[config.mk]
export PLATFORM = sky130hd
export DESIGN_NAME = dma_descriptor_scheduler
export DESIGN_NICKNAME = d
export VERILOG_FILES = /design/src/rtl/dma_descriptor_scheduler.sv
export SDC_FILE = /design/constraint.sdc
export NUM_CORES = 1
export LEC_CHECK = 0
export ABC_AREA = 0
export CAP_MARGIN = 20
export CORE_MARGIN = 5
export CORE_UTILIZATION = 50
export DETAILED_ROUTE_END_ITERATION = 8
export GPL_ROUTABILITY_DRIVEN = 0
export PLACE_DENSITY_LB_ADDON = 0.15
export SLEW_MARGIN = 20
export SYNTH_ARGS = -nofsm -noshare
export SYNTH_HDL_FRONTEND = slang
export SYNTH_SLANG_ARGS = --single-unit
[constraint.sdc]
create_clock -name clock -period 3.3 [get_ports clock]
set_input_delay 0.99 -clock clock [delete_from_list [all_inputs] [get_ports clock]]
set_output_delay 0.99 -clock clock [all_outputs]
set_load 0.02 [all_outputs]
[src/rtl/dma_descriptor_scheduler.sv]
// Descriptor-queue sequencer for the ramDmaCi CI port: programs each transfer,
// starts it, polls status until idle and reports completion or error.
module dma_descriptor_scheduler #(
  parameter logic [7:0] CUSTOM_ID  = 8'h00,
  parameter int         FIFO_DEPTH = 4,
  parameter int         POLL_GAP   = 4,
  parameter int         TIMEOUT    = 65535
) (
  input  logic        clock,
  input  logic        reset,
  input  logic        descValid,
  output logic        descReady,
  input  logic [31:0] descBusAddress,
  input  logic [8:0]  descMemAddress,
  input  logic [9:0]  descBlockSize,
  input  logic [7:0]  descBurstSize,
  input  logic        descIsWrite,
  output logic        ciStart,
  output logic [7:0]  ciN,
  output logic [31:0] ciValueA,
  output logic [31:0] ciValueB,
  input  logic        ciDone,
  input  logic [31:0] ciResult,
  output logic        cmplValid,
  output logic        cmplError,
  output logic        busy,
  output logic [4:0]  queueLevel
);

  localparam int          AW      = (FIFO_DEPTH > 1) ? $clog2(FIFO_DEPTH) : 1;
  localparam int          GW      = $clog2(POLL_GAP + 1);
  localparam logic [15:0] TMO     = 16'(TIMEOUT);
  localparam logic [4:0]  DEPTH_L = 5'(FIFO_DEPTH);
  localparam logic [GW-1:0] GAP_LAST = GW'(POLL_GAP - 1);

  typedef struct packed {
    logic [31:0] bus;
    logic [8:0]  mem;
    logic [9:0]  size;
    logic [7:0]  burst;
    logic        is_write;
  } desc_t;

  typedef enum logic [3:0] {
    IDLE, CHECK, CFG_BUS, CFG_MEM, CFG_SIZE, CFG_BURST, START,
    GAP, POLL_ISSUE, POLL_WAIT, COMPLETE
  } state_t;

  state_t          state;
  desc_t           job;
  desc_t           fifo_mem [FIFO_DEPTH];
  logic [AW-1:0]   wr_ptr, rd_ptr;
  logic [4:0]      level;
  logic [GW-1:0]   gap_cnt;
  logic [15:0]     polls;
  logic            pending;
  logic            push, pop, done;
  logic            unused_res;

  assign ciN        = CUSTOM_ID;
  assign descReady  = (level != DEPTH_L);
  assign queueLevel = level;
  assign push       = descValid & descReady;
  assign pop        = (state == IDLE) && (level != 5'd0);
  // A done strobe only counts while an operation is in flight.
  assign done       = ciDone & (ciStart | pending);
  assign unused_res = ^ciResult[31:2];

  always_ff @(posedge clock) begin
    if (push)
      fifo_mem[wr_ptr] <= '{descBusAddress, descMemAddress, descBlockSize,
                             descBurstSize, descIsWrite};
  end

  always_ff @(posedge clock or negedge reset) begin
    if (!reset) begin
      wr_ptr <= '0;
      rd_ptr <= '0;
      level  <= '0;
    end else begin
      if (push) wr_ptr <= wr_ptr + 1'b1;
      if (pop)  rd_ptr <= rd_ptr + 1'b1;
      case ({push, pop})
        2'b10:   level <= level + 5'd1;
        2'b01:   level <= level - 5'd1;
        default: ;
      endcase
    end
  end

  always_ff @(posedge clock or negedge reset) begin
    if (!reset) begin
      state     <= IDLE;
      job       <= '0;
      gap_cnt   <= '0;
      polls     <= '0;
      pending   <= 1'b0;
      ciStart   <= 1'b0;
      ciValueA  <= '0;
      ciValueB  <= '0;
      cmplValid <= 1'b0;
      cmplError <= 1'b0;
      busy      <= 1'b0;
    end else begin
      ciStart   <= 1'b0;
      ciValueA  <= '0;
      ciValueB  <= '0;
      cmplValid <= 1'b0;
      cmplError <= 1'b0;
      pending   <= (ciStart | pending) & ~ciDone;
      case (state)
        IDLE: if (pop) begin
          job   <= fifo_mem[rd_ptr];
          polls <= '0;
          busy  <= 1'b1;
          state <= CHECK;
        end
        CHECK: begin
          if (job.size == 10'd0) begin
            cmplValid <= 1'b1;
            state     <= COMPLETE;
          end else if (job.size > 10'd512) begin
            cmplValid <= 1'b1;
            cmplError <= 1'b1;
            state     <= COMPLETE;
          end else begin
            ciStart  <= 1'b1;
            ciValueA <= 32'h600;
            ciValueB <= job.bus;
            state    <= CFG_BUS;
          end
        end
        CFG_BUS: if (done) begin
          ciStart  <= 1'b1;
          ciValueA <= 32'hA00;
          ciValueB <= {23'd0, job.mem};
          state    <= CFG_MEM;
        end
        CFG_MEM: if (done) begin
          ciStart  <= 1'b1;
          ciValueA <= 32'hE00;
          ciValueB <= {22'd0, job.size};
          state    <= CFG_SIZE;
        end
        CFG_SIZE: if (done) begin
          ciStart  <= 1'b1;
          ciValueA <= 32'h1200;
          ciValueB <= {24'd0, job.burst};
          state    <= CFG_BURST;
        end
        CFG_BURST: if (done) begin
          ciStart  <= 1'b1;
          ciValueA <= 32'h1600;
          ciValueB <= job.is_write ? 32'd2 : 32'd1;
          state    <= START;
        end
        START: if (done) begin
          gap_cnt <= '0;
          state   <= GAP;
        end
        GAP: begin
          if (gap_cnt == GAP_LAST) state <= POLL_ISSUE;
          else                     gap_cnt <= gap_cnt + 1'b1;
        end
        POLL_ISSUE: begin
          ciStart  <= 1'b1;
          ciValueA <= 32'h1400;
          if (polls != 16'hFFFF) polls <= polls + 16'd1;
          state    <= POLL_WAIT;
        end
        POLL_WAIT: if (done) begin
          if (ciResult[0] && polls < TMO) begin
            gap_cnt <= '0;
            state   <= GAP;
          end else begin
            cmplValid <= 1'b1;
            cmplError <= ciResult[0] | ciResult[1];
            state     <= COMPLETE;
          end
        end
        COMPLETE: begin
          busy  <= 1'b0;
          state <= IDLE;
        end
        default: state <= IDLE;
      endcase
    end
  end

endmodule

==> results of run 1 <==
==> how the worst max path moves through the flow <==
stage / cells past startpoint / endpoint
floorplan: 14 / queueLevel[4]
global placement: 10 / queueLevel[4]
detailed placement: 10 / queueLevel[4]
CTS: 3 / descReady
global route: 3 / descReady
finish: 3 / descReady
==> worst max-delay path, stage by stage, from the launching register on <==
cell             delay (ps)
dfrtp_1                 440
nor4_2                  370
nand2_1                 180
clkdlybuf4s50_1         580
==> per-stage QoR <==
stage,hold slack [ps],utilization (%)
after floorplan,437,-
after global placement,451,55.9
after detailed placement,456,55.9
after CTS,470,60.2
after global routing,492,60.2
final,466,60.2
==> registers in the layout, summed over array words and instances (netlist names), 3 cells and up <==
name        cells
ciValueA        4
ciValueB       32
fifo_mem      240
gap_cnt         3
job            60
polls          16
queueLevel      5
state           4
==> power by group through the flow <==
stage          logic (mW)  clock network [mW]  registers [mW]
2_1_floorplan        2.98                   0            6.85
3_3_place_gp         4.65                   0            6.85
3_5_place_dp         4.68                   0            6.89
4_1_cts              4.71                4.33            6.80
5_1_grt              5.09                4.55            6.92
6_report             4.61                4.23            6.79
==> layout by cell type (no fill, tap or decap), drive strengths merged, types with 6 or more instances in the layout <==
master / n
inv: 15
xnor2: 9
nor3: 12
ha: 11
dfrtp: 133
nor2: 27
xor2: 8
buf: 38
and3: 32
nand2b: 7
a21oi: 10
edfxtp: 240
clkbuf: 56
nand2: 200
nand3: 11
conb: 36
clkdlybuf4s50: 110
clkinv: 8
mux4: 60
o21ai: 20
a22oi: 6
mux2: 7
==> logic make-up (layout without fill, tap and decap cells) <==
logic type,after synthesis,after routing,share of synthesized area [%]
DFF,373,373,71.4
other,1,36,0.0254
muxes,69,69,9.83
AOI/OAI and AO/OA,76,76,3.59
xor gates and xnor gates,17,17,1.01
and+or+nand+nor,313,313,9.60
adders and majority gates,12,12,1.07
buffers and inverters,96,232,3.51
==> timing repair <==
action	CTS	global route
hold buffers	0	0
resized for setup	0	1
setup endpoints to repair	0	1
hold endpoints to repair	0	0
==> layout make-up <==
type / count / area (um^2) / area share [%]
multi-input combinational: 523 / 3860 / 21.8
inverter: 14 / 52.6 / 0.297
timing repair buffer: 148 / 1520 / 8.56
tap: 390 / 488 / 2.76
clock inverter: 14 / 126 / 0.714
clock buffer: 56 / 1130 / 6.39
sequential: 373 / 10500 / 59.5
==> per-layer routing <==
layer  track usage (%)  up-vias  part of all wire (%)
li1                  -     3755                     -
met1              26.4     4072                    45
met2              28.3      211                    48
met3              3.10       37                   5.0
met4              4.02        0                   1.6
met5                 0        -                     0
==> results by group, run 1 <==
Cells and area
  – Final instance area: 17,700 um^2
  – Share of layout cells above drive strength 1: 15.8%
  – Final Net Count: 1,207
  – Fillers: 2,238
  – Synthesis-to-layout area growth: 20.0%
  – # diodes: 0
  – Fin cells: 1,518

Outcome
  – Status: finished clean

Synth
  – #FFs+latches synth: around 370
  – Area share of the largest cell type after synthesis: 48.8%
  – Top post-synthesis cells by area: edfxtp_1 (49%), dfrtp_1 (23%), mux4_2 (9.2%), nand2_1 (5.1%), buf_4 (1.9%)
  – Synth warn: 0
  – Leading area contributor after synthesis: edfxtp_1
  – Synth top cells by count: edfxtp_1 (240), nand2_1 (200), dfrtp_1 (133), mux4_2 (60), buf_4 (37)
  – Synth cell types: 59
  – Cells after Synth: 957
  – Mapped Area: 14,800 um^2
  – Ys flop type: edfxtp_1
  – Post-synthesis sequential area ratio: 71.4%
  – Synthesized area per cell: 15.4 um^2
  – Ys async rst share: around 36%
  – Most frequent cell after synthesis: edfxtp_1
  – EDFF count, synth: 240

Placement
  – DP HPWL: 18,500 um
  – Post-DP Area: 16,400 um^2
  – PortBufs: between 100 and 150
  – Dpl ws: -48.1 ps
  – Placed cell count: 1,448

Floorplan
  – DIE HEIGHT: 182 um
  – Chip width: 182 um
  – Core Footprint: 29,400 um^2
  – # rows: 63
  – Die area: 33,100 um^2
  – Top Ports: around 180
  – Starting Density: 50.2%

Timing
  – Worst Setup Slack, final: 239 ps
  – Slew at the pin closest to its max-slew limit: roughly 1000 ps
  – FMAX: roughly 330 MHz
  – Final Setup Violations: 0
  – RSZ-0062 raised after global routing: false
  – Setup tns final: 0 ps
  – Slew Viols, Final: 0
  – Fin. Hold Viols: 0
  – Skew final: ~7 ps
  – Slew Limit Headroom: a little under a third
  – Period utilization: just over 90%
  – Minimum clock period: between 3000 and 4000 ps

Routing
  – WL final: 29,300 um
  – DR iter-0 viols: 520
  – Post-DRT Antenna Nets: 0
  – Drc violations: 0
  – Drt first pass iters: 4
  – Routed WL per cell: 19.3 um
  – Vias per std cell: 5.32
  – Via count: 8,075

Power and ir drop
  – Cell-internal power: 10.8 mW
  – P_sw: around 4.8 mW
  – Comb power frac: 29.5%
  – Power share of the sequential group: 43.4%
  – Max IR drop VDD: 0.000539 V
  – Sw Share: 31.0%
  – Leakage power: roughly 6.9 nW
  – Overall power: 15.6 mW
  – Power density over the cells: 883 nW/um^2
  – Clock network fraction of total power: 27.1%

Min path
  – Hold depth: 2
  – Worst hold path type: reg -> reg
  – Hold Path Sink: job[46]
  – Hold wc startpoint: job[46]

Clock tree
  – CTS root buffer: clkbuf_16
  – H-tree lvl count: 2
  – Clock Path Buffers: 3
  – Post CTS Setup Buffer Count: 0
  – Clock tree sinks: 373
  – Clock-pin slew on the worst setup and hold paths: 60 ps
  – TritonCTS clock tree: built
  – Inserted Clock Buffers: 39
  – Clock Latency Late Sink: ~510 ps

Critical path
  – Crit end category: output port
  – Worst reg2reg path endpoint: queueLevel[4]
  – Critical Path Source: queueLevel[1]
  – R2R Setup Slk: about 400 ps
  – Critical path launch point type: flop
  – Critical path type: reg -> out
  – WP data required: roughly 2300 ps
  – Worst Path Arrival: about 2100 ps
  – Worst-path fanout max: 6
  – Reg-to-Reg Start: queueLevel[1]
  – Reg2Reg Depth: 12

Global route
  – Vias in the first global route: 8,301
  – All-Layer GR Usage: roughly 18%
  – Initial antenna violation count: 0
  – First-pass GRT wire length: 46,600 um
  – Remaining global-route overflow: 0
  – Largest net degree at the start of global routing: 77

Run
  – Maximum Capacitance Violations: 0
(Power assumes the default switching activity.)
==> run 2: changes to the inputs <==
SETUP_SLACK_MARGIN = 0.4   (was default)
==> run 2 against run 1 <==
  * Die area stayed put
  * Final area hardly changed
  * Worst hold slack worse by 1.6 ps
  * Highest routed layer is now met5
  * Sequential share of layout area hardly changed
  * Via count is 0.85% lower
  * Largest power group unchanged
==> results by group, run 2 (synthesis gave the netlist of run 1 again) <==
Placement
  – DP HPWL: between 15,000 and 20,000 um
  – Post-DP Area: 16,500 um^2
  – Dpl ws: around 110 ps
  – PortBufs: 111
  – Placed cell count: 1,447

Cells and area
  – Final instance area: 17,700 um^2
  – # diodes: 0
  – Fin cells: 1,518
  – Storage element area: 10,500 um^2
  – Synthesis-to-layout area growth: 20.0%
  – Area of the multi-input gates: 3880 um^2
  – Max FFs per register: 240
  – Final Net Count: 1,206
  – Share of layout cells above drive strength 1: 15.7%
  – Most frequent cells in the layout: edfxtp_1 (240), nand2_1 (199), dfrtp_1 (131)
  – Fillers: ~2.2k
  – Biggest regs: fifo_mem x240, job x60, ciValueB x32
  – Most flops, register: fifo_mem
  – Most common cell after layout, fill and taps aside: edfxtp_1

Routing
  – WL final: 29,200 um
  – Via count: 8,006
  – Post-DRT Antenna Nets: 0
  – Drc violations: 0
  – Drt first pass iters: 4
  – DR iter-0 viols: 480
  – Vias per std cell: 5.27
  – Routed WL per cell: roughly 19 um

Floorplan
  – Die area: between 30,000 and 40,000 um^2
  – Chip width: 182 um
  – Core Footprint: 29,400 um^2
  – Top Ports: 178
  – Starting Density: 50.2%
  – # rows: 63
  – DIE HEIGHT: 182 um

Timing
  – Setup tns final: 0 ps
  – Worst Setup Slack, final: 512 ps
  – FMAX: 359 MHz
  – Fin. Hold Viols: 0
  – RSZ-0062 raised after global routing: false
  – Skew final: 8.34 ps
  – Final Setup Violations: 0
  – Slew at the pin closest to its max-slew limit: 885 ps
  – Slew Limit Headroom: roughly two fifths
  – Slew Viols, Final: 0
  – Minimum clock period: 2790 ps
  – Period utilization: 84.5%

Power and ir drop
  – Overall power: between 15 and 20 mW
  – Power share of the sequential group: 44.3%
  – Sw Share: 31.1%
  – Leakage power: 6.93 nW
  – Power density over the cells: between 800 and 900 nW/um^2
  – Max IR drop VDD: approximately 0.00044 V
  – P_sw: 4.83 mW
  – Comb power frac: between 20% and 30%
  – Clock network fraction of total power: a little over a quarter
  – Cell-internal power: 10.7 mW

Min path
  – Worst hold path type: reg -> reg

Global route
  – First-pass GRT wire length: approximately 46,000 um
  – Initial antenna violation count: 1
  – Remaining global-route overflow: 0
  – Largest net degree at the start of global routing: 76
  – All-Layer GR Usage: 17.8%
  – Vias in the first global route: around 8.2k

Critical path
  – WP data required: ~2300 ps
  – Critical path launch point type: flop
  – Crit end category: output port
  – Worst Path Arrival: 1800 ps
  – Critical path type: reg -> out
  – Worst-path fanout max: 6

Clock tree
  – CTS root buffer: clkbuf_16
  – Hold-fix buffers, CTS: 0
  – Clock Latency Late Sink: 510 ps
  – Post CTS Setup Buffer Count: 0
  – TritonCTS clock tree: built
  – Clock Path Buffers: 3
  – Clock-pin slew on the worst setup and hold paths: 60 ps
  – Inserted Clock Buffers: 39
  – H-tree lvl count: 2
  – Clock tree sinks: 373

Run
  – Maximum Capacitance Violations: 0

Outcome
  – Status: finished clean
[run 2: cell types whose count changed in the layout (fill, tap and decap cells not counted), moves of 2 or more]
cell / delta
clkbuf_8: -4
buf_4: -5
clkinvlp_4: -2
buf_12: +4
clkinv_2: +3
clkinv_1: +5
[run 2: worst max-delay path, stage by stage (launching register included)]
cell and delay, ps:
dfrtp_1 440, nor4_2 360, nand2_2 140, dlygate4sd2_1 350
[run 2: metal layers]
layer	GRT usage (%)	up-vias	wire [um]
met5	0	-	11
met4	4.59	2	585
met3	3.93	37	1450
met2	27.9	172	14000
met1	25.6	4048	13100
li1	-	3747	-
[run 2: layout make-up]
type / instances / area share, %
timing repair buffer: 147 / 8.79
clock buffer: 53 / 6.10
sequential: 373 / 59.5
clock inverter: 18 / 0.601
multi-input combinational: 523 / 21.9
tap: 390 / 2.76
inverter: 14 / 0.297
[run 2: worst paths after layout]
path | from | end | slack, ps | depth (start not counted)
worst min register to register | job[44] | job[44] | 460 | 2
worst max register to register | queueLevel[0] | queueLevel[4] | 600 | 12
max in group asynchronous | reset | gap_cnt[2] | 2070 | 2
min in group asynchronous | reset | ciValueB[27] | 490 | 1
worst max-delay path | queueLevel[0] | descReady | 510 | 3
worst min-delay path | job[44] | job[44] | 460 | 2
[run 2: power by group through the flow]
stage / Combinational [mW] / Clock, mW / Sequential, mW
floorplan: 3.03 / 0 / 6.86
global placement: 4.64 / 0 / 6.94
detailed placement: 4.70 / 0 / 6.98
CTS: 4.71 / 4.14 / 6.90
global route: 5.07 / 4.35 / 7.02
finish: 4.61 / 4.03 / 6.87
[run 2: repair_timing]
action                                  in CTS  in global routing
resized for setup                            1                  1
endpoints found under the setup margin       1                  2
endpoints found under the hold margin        0                  0
[run 2: per-stage QoR]
step	utilization, %	hold slack (ps)
after global routing	60.2	478
after global placement	56.2	449
after detailed placement	56.2	454
final	60.2	464
after floorplan	-	437
after CTS	60.2	468
==> run 3: changes to the inputs <==
CORE_UTILIZATION = 56   (was 50)
clock period = 2.6 ns   (was 3.3 ns; I/O delays follow)
==> run 3 against run 2 <==
  * Sequential share of layout area is 0.49 points lower
  * Wire length is 0.81% higher
  * Register-to-register slack worse by 560 ps
  * Final area is 0.85% higher
  * Critical path type is now reg -> reg
==> results by group, run 3 (synthesis gave the netlist of run 1 again) <==
Timing
  – Period utilization: 98.3%
  – Setup tns final: 0 ps
  – FMAX: 391 MHz
  – Slew Viols, Final: 0
  – Worst Setup Slack, final: 44.9 ps
  – Slew Limit Headroom: 40.6%
  – Fin. Hold Viols: 0
  – RSZ-0062 raised after global routing: true
  – Skew final: 18.9 ps
  – Slew at the pin closest to its max-slew limit: 890 ps
  – Final Setup Violations: 0
  – Minimum clock period: 2560 ps

Floorplan
  – DIE HEIGHT: 172 um
  – Top Ports: 178
  – Die area: 29,700 um^2
  – Core Footprint: 26,000 um^2
  – # rows: 59
  – Starting Density: a little under three fifths
  – Chip width: 172 um

Outcome
  – Status: finished clean

Clock tree
  – H-tree lvl count: 2
  – CTS root buffer: clkbuf_16
  – Clock Path Buffers: 3
  – Hold-fix buffers, CTS: 0
  – Clock-pin slew on the worst setup and hold paths: 60 ps
  – Clock Latency Late Sink: 520 ps
  – Inserted Clock Buffers: 38
  – TritonCTS clock tree: built
  – Clock tree sinks: 373

Placement
  – PortBufs: approximately 110
  – DP HPWL: approximately 19,000 um
  – Dpl ws: -320 ps

Global route
  – Initial antenna violation count: 0
  – All-Layer GR Usage: 20.2%
  – Remaining global-route overflow: 0
  – Largest net degree at the start of global routing: 76
  – First-pass GRT wire length: around 46,000 um
  – Vias in the first global route: 8,330

Cells and area
  – Biggest regs: fifo_mem x240, job x60, ciValueB x32
  – Max FFs per register: 240
  – Most common cell after layout, fill and taps aside: edfxtp_1
  – Synthesis-to-layout area growth: 21.0%
  – Most frequent cells in the layout: edfxtp_1 (240), nand2_1 (200), dfrtp_1 (130)
  – Share of layout cells above drive strength 1: 18.4%
  – Most flops, register: fifo_mem
  – Final Net Count: 1,226
  – # diodes: 0

Power and ir drop
  – Max IR drop VDD: ~0.00081 V
  – Leakage power: approximately 7.2 nW
  – Power density over the cells: 1120 nW/um^2

Critical path
  – Crit end category: flop
  – Worst-path fanout max: 3
  – Worst setup endpoint: queueLevel[4]
  – WP data required: 2990 ps
  – R2R Setup Slk: 40 ps
  – Critical path launch point type: flop
  – Reg2Reg Depth: 11
  – Reg-to-Reg Start: state[0]
  – Worst Path Arrival: 2940 ps
  – Critical Path Source: state[0]
  – Critical path type: reg -> reg
  – Worst reg2reg path endpoint: queueLevel[4]

Routing
  – Drt first pass iters: 7
  – DR iter-0 viols: 643
  – Post-DRT Antenna Nets: 0
  – WL final: between 20,000 and 30,000 um
  – Drc violations: 0
  – Via count: 8,262
  – Vias per std cell: 5.57
  – Routed WL per cell: 19.9 um

Min path
  – Worst hold path type: in -> async

Run
  – Maximum Capacitance Violations: 0
run 3: critical path: stages (launching register included):
cell	delay, ps
dfrtp_1	370
or4_4	540
nand2b_4	170
inv_4	60
ha_4	150
inv_4	40
fa_2	340
nor2b_2	130
o21ai_2	70
nand3_1	60
or3b_4	380
xnor2_2	140
run 3: timing repair:
| action | 4_1_cts | 5_1_grt |
|---|---|---|
| setup endpoints to repair | 75 | 80 |
| setup buffers | 3 | 4 |
| pin swaps | 5 | 6 |
| resized for setup | 52 | 18 |
run 3: area by class of cell:
class                           instances  area, um^2
Timing Repair Buffer                  168        1660
Sequential cell                       373       10500
Fill cell                            1808        8130
Inverter                               14        57.6
Clock buffer                           59        1100
Multi-Input combinational cell        523        3960
Clock inverter                         10         126
Tap cell                              335         419
run 3: power breakdown:
group	internal (mW)	total, mW	leakage (nW)	switching [mW]
registers	7.90	8.67	3.93	0.766
clock network	3.21	5.30	0.600	2.09
logic	2.68	6.07	2.72	3.39
run 3: how the worst min path moves through the flow:
stage	startpoint	end	depth (start not counted)
CTS	reset	ciValueB[30]	1
floorplan	job[38]	job[38]	2
global route	reset	ciValueB[30]	1
finish	reset	ciValueB[30]	1
global placement	job[53]	job[53]	2
detailed placement	job[56]	job[56]	2
run 3: stage by stage:
stage          hold WS, ps  total power [mW]  area (um^2)  utilization, %  cells
2_1_floorplan          437              12.6        15000               -    992
3_3_place_gp           448              14.7        16600            63.7   1406
3_5_place_dp           454              14.9        16600            63.7   1406
4_1_cts                175              20.1        17700            68.3   1478
5_1_grt                185              21.2        17900            68.7   1482
6_report               166              20.0        17900            68.7   1482
run 3: per-layer routing:
layer  wire, um  track usage, %  vias up
li1           -               -     3791
met1      12400            29.4     4178
met2      14800            32.6      260
met3       1900            3.70       33
met4        395            4.37        0
met5          0               0        -
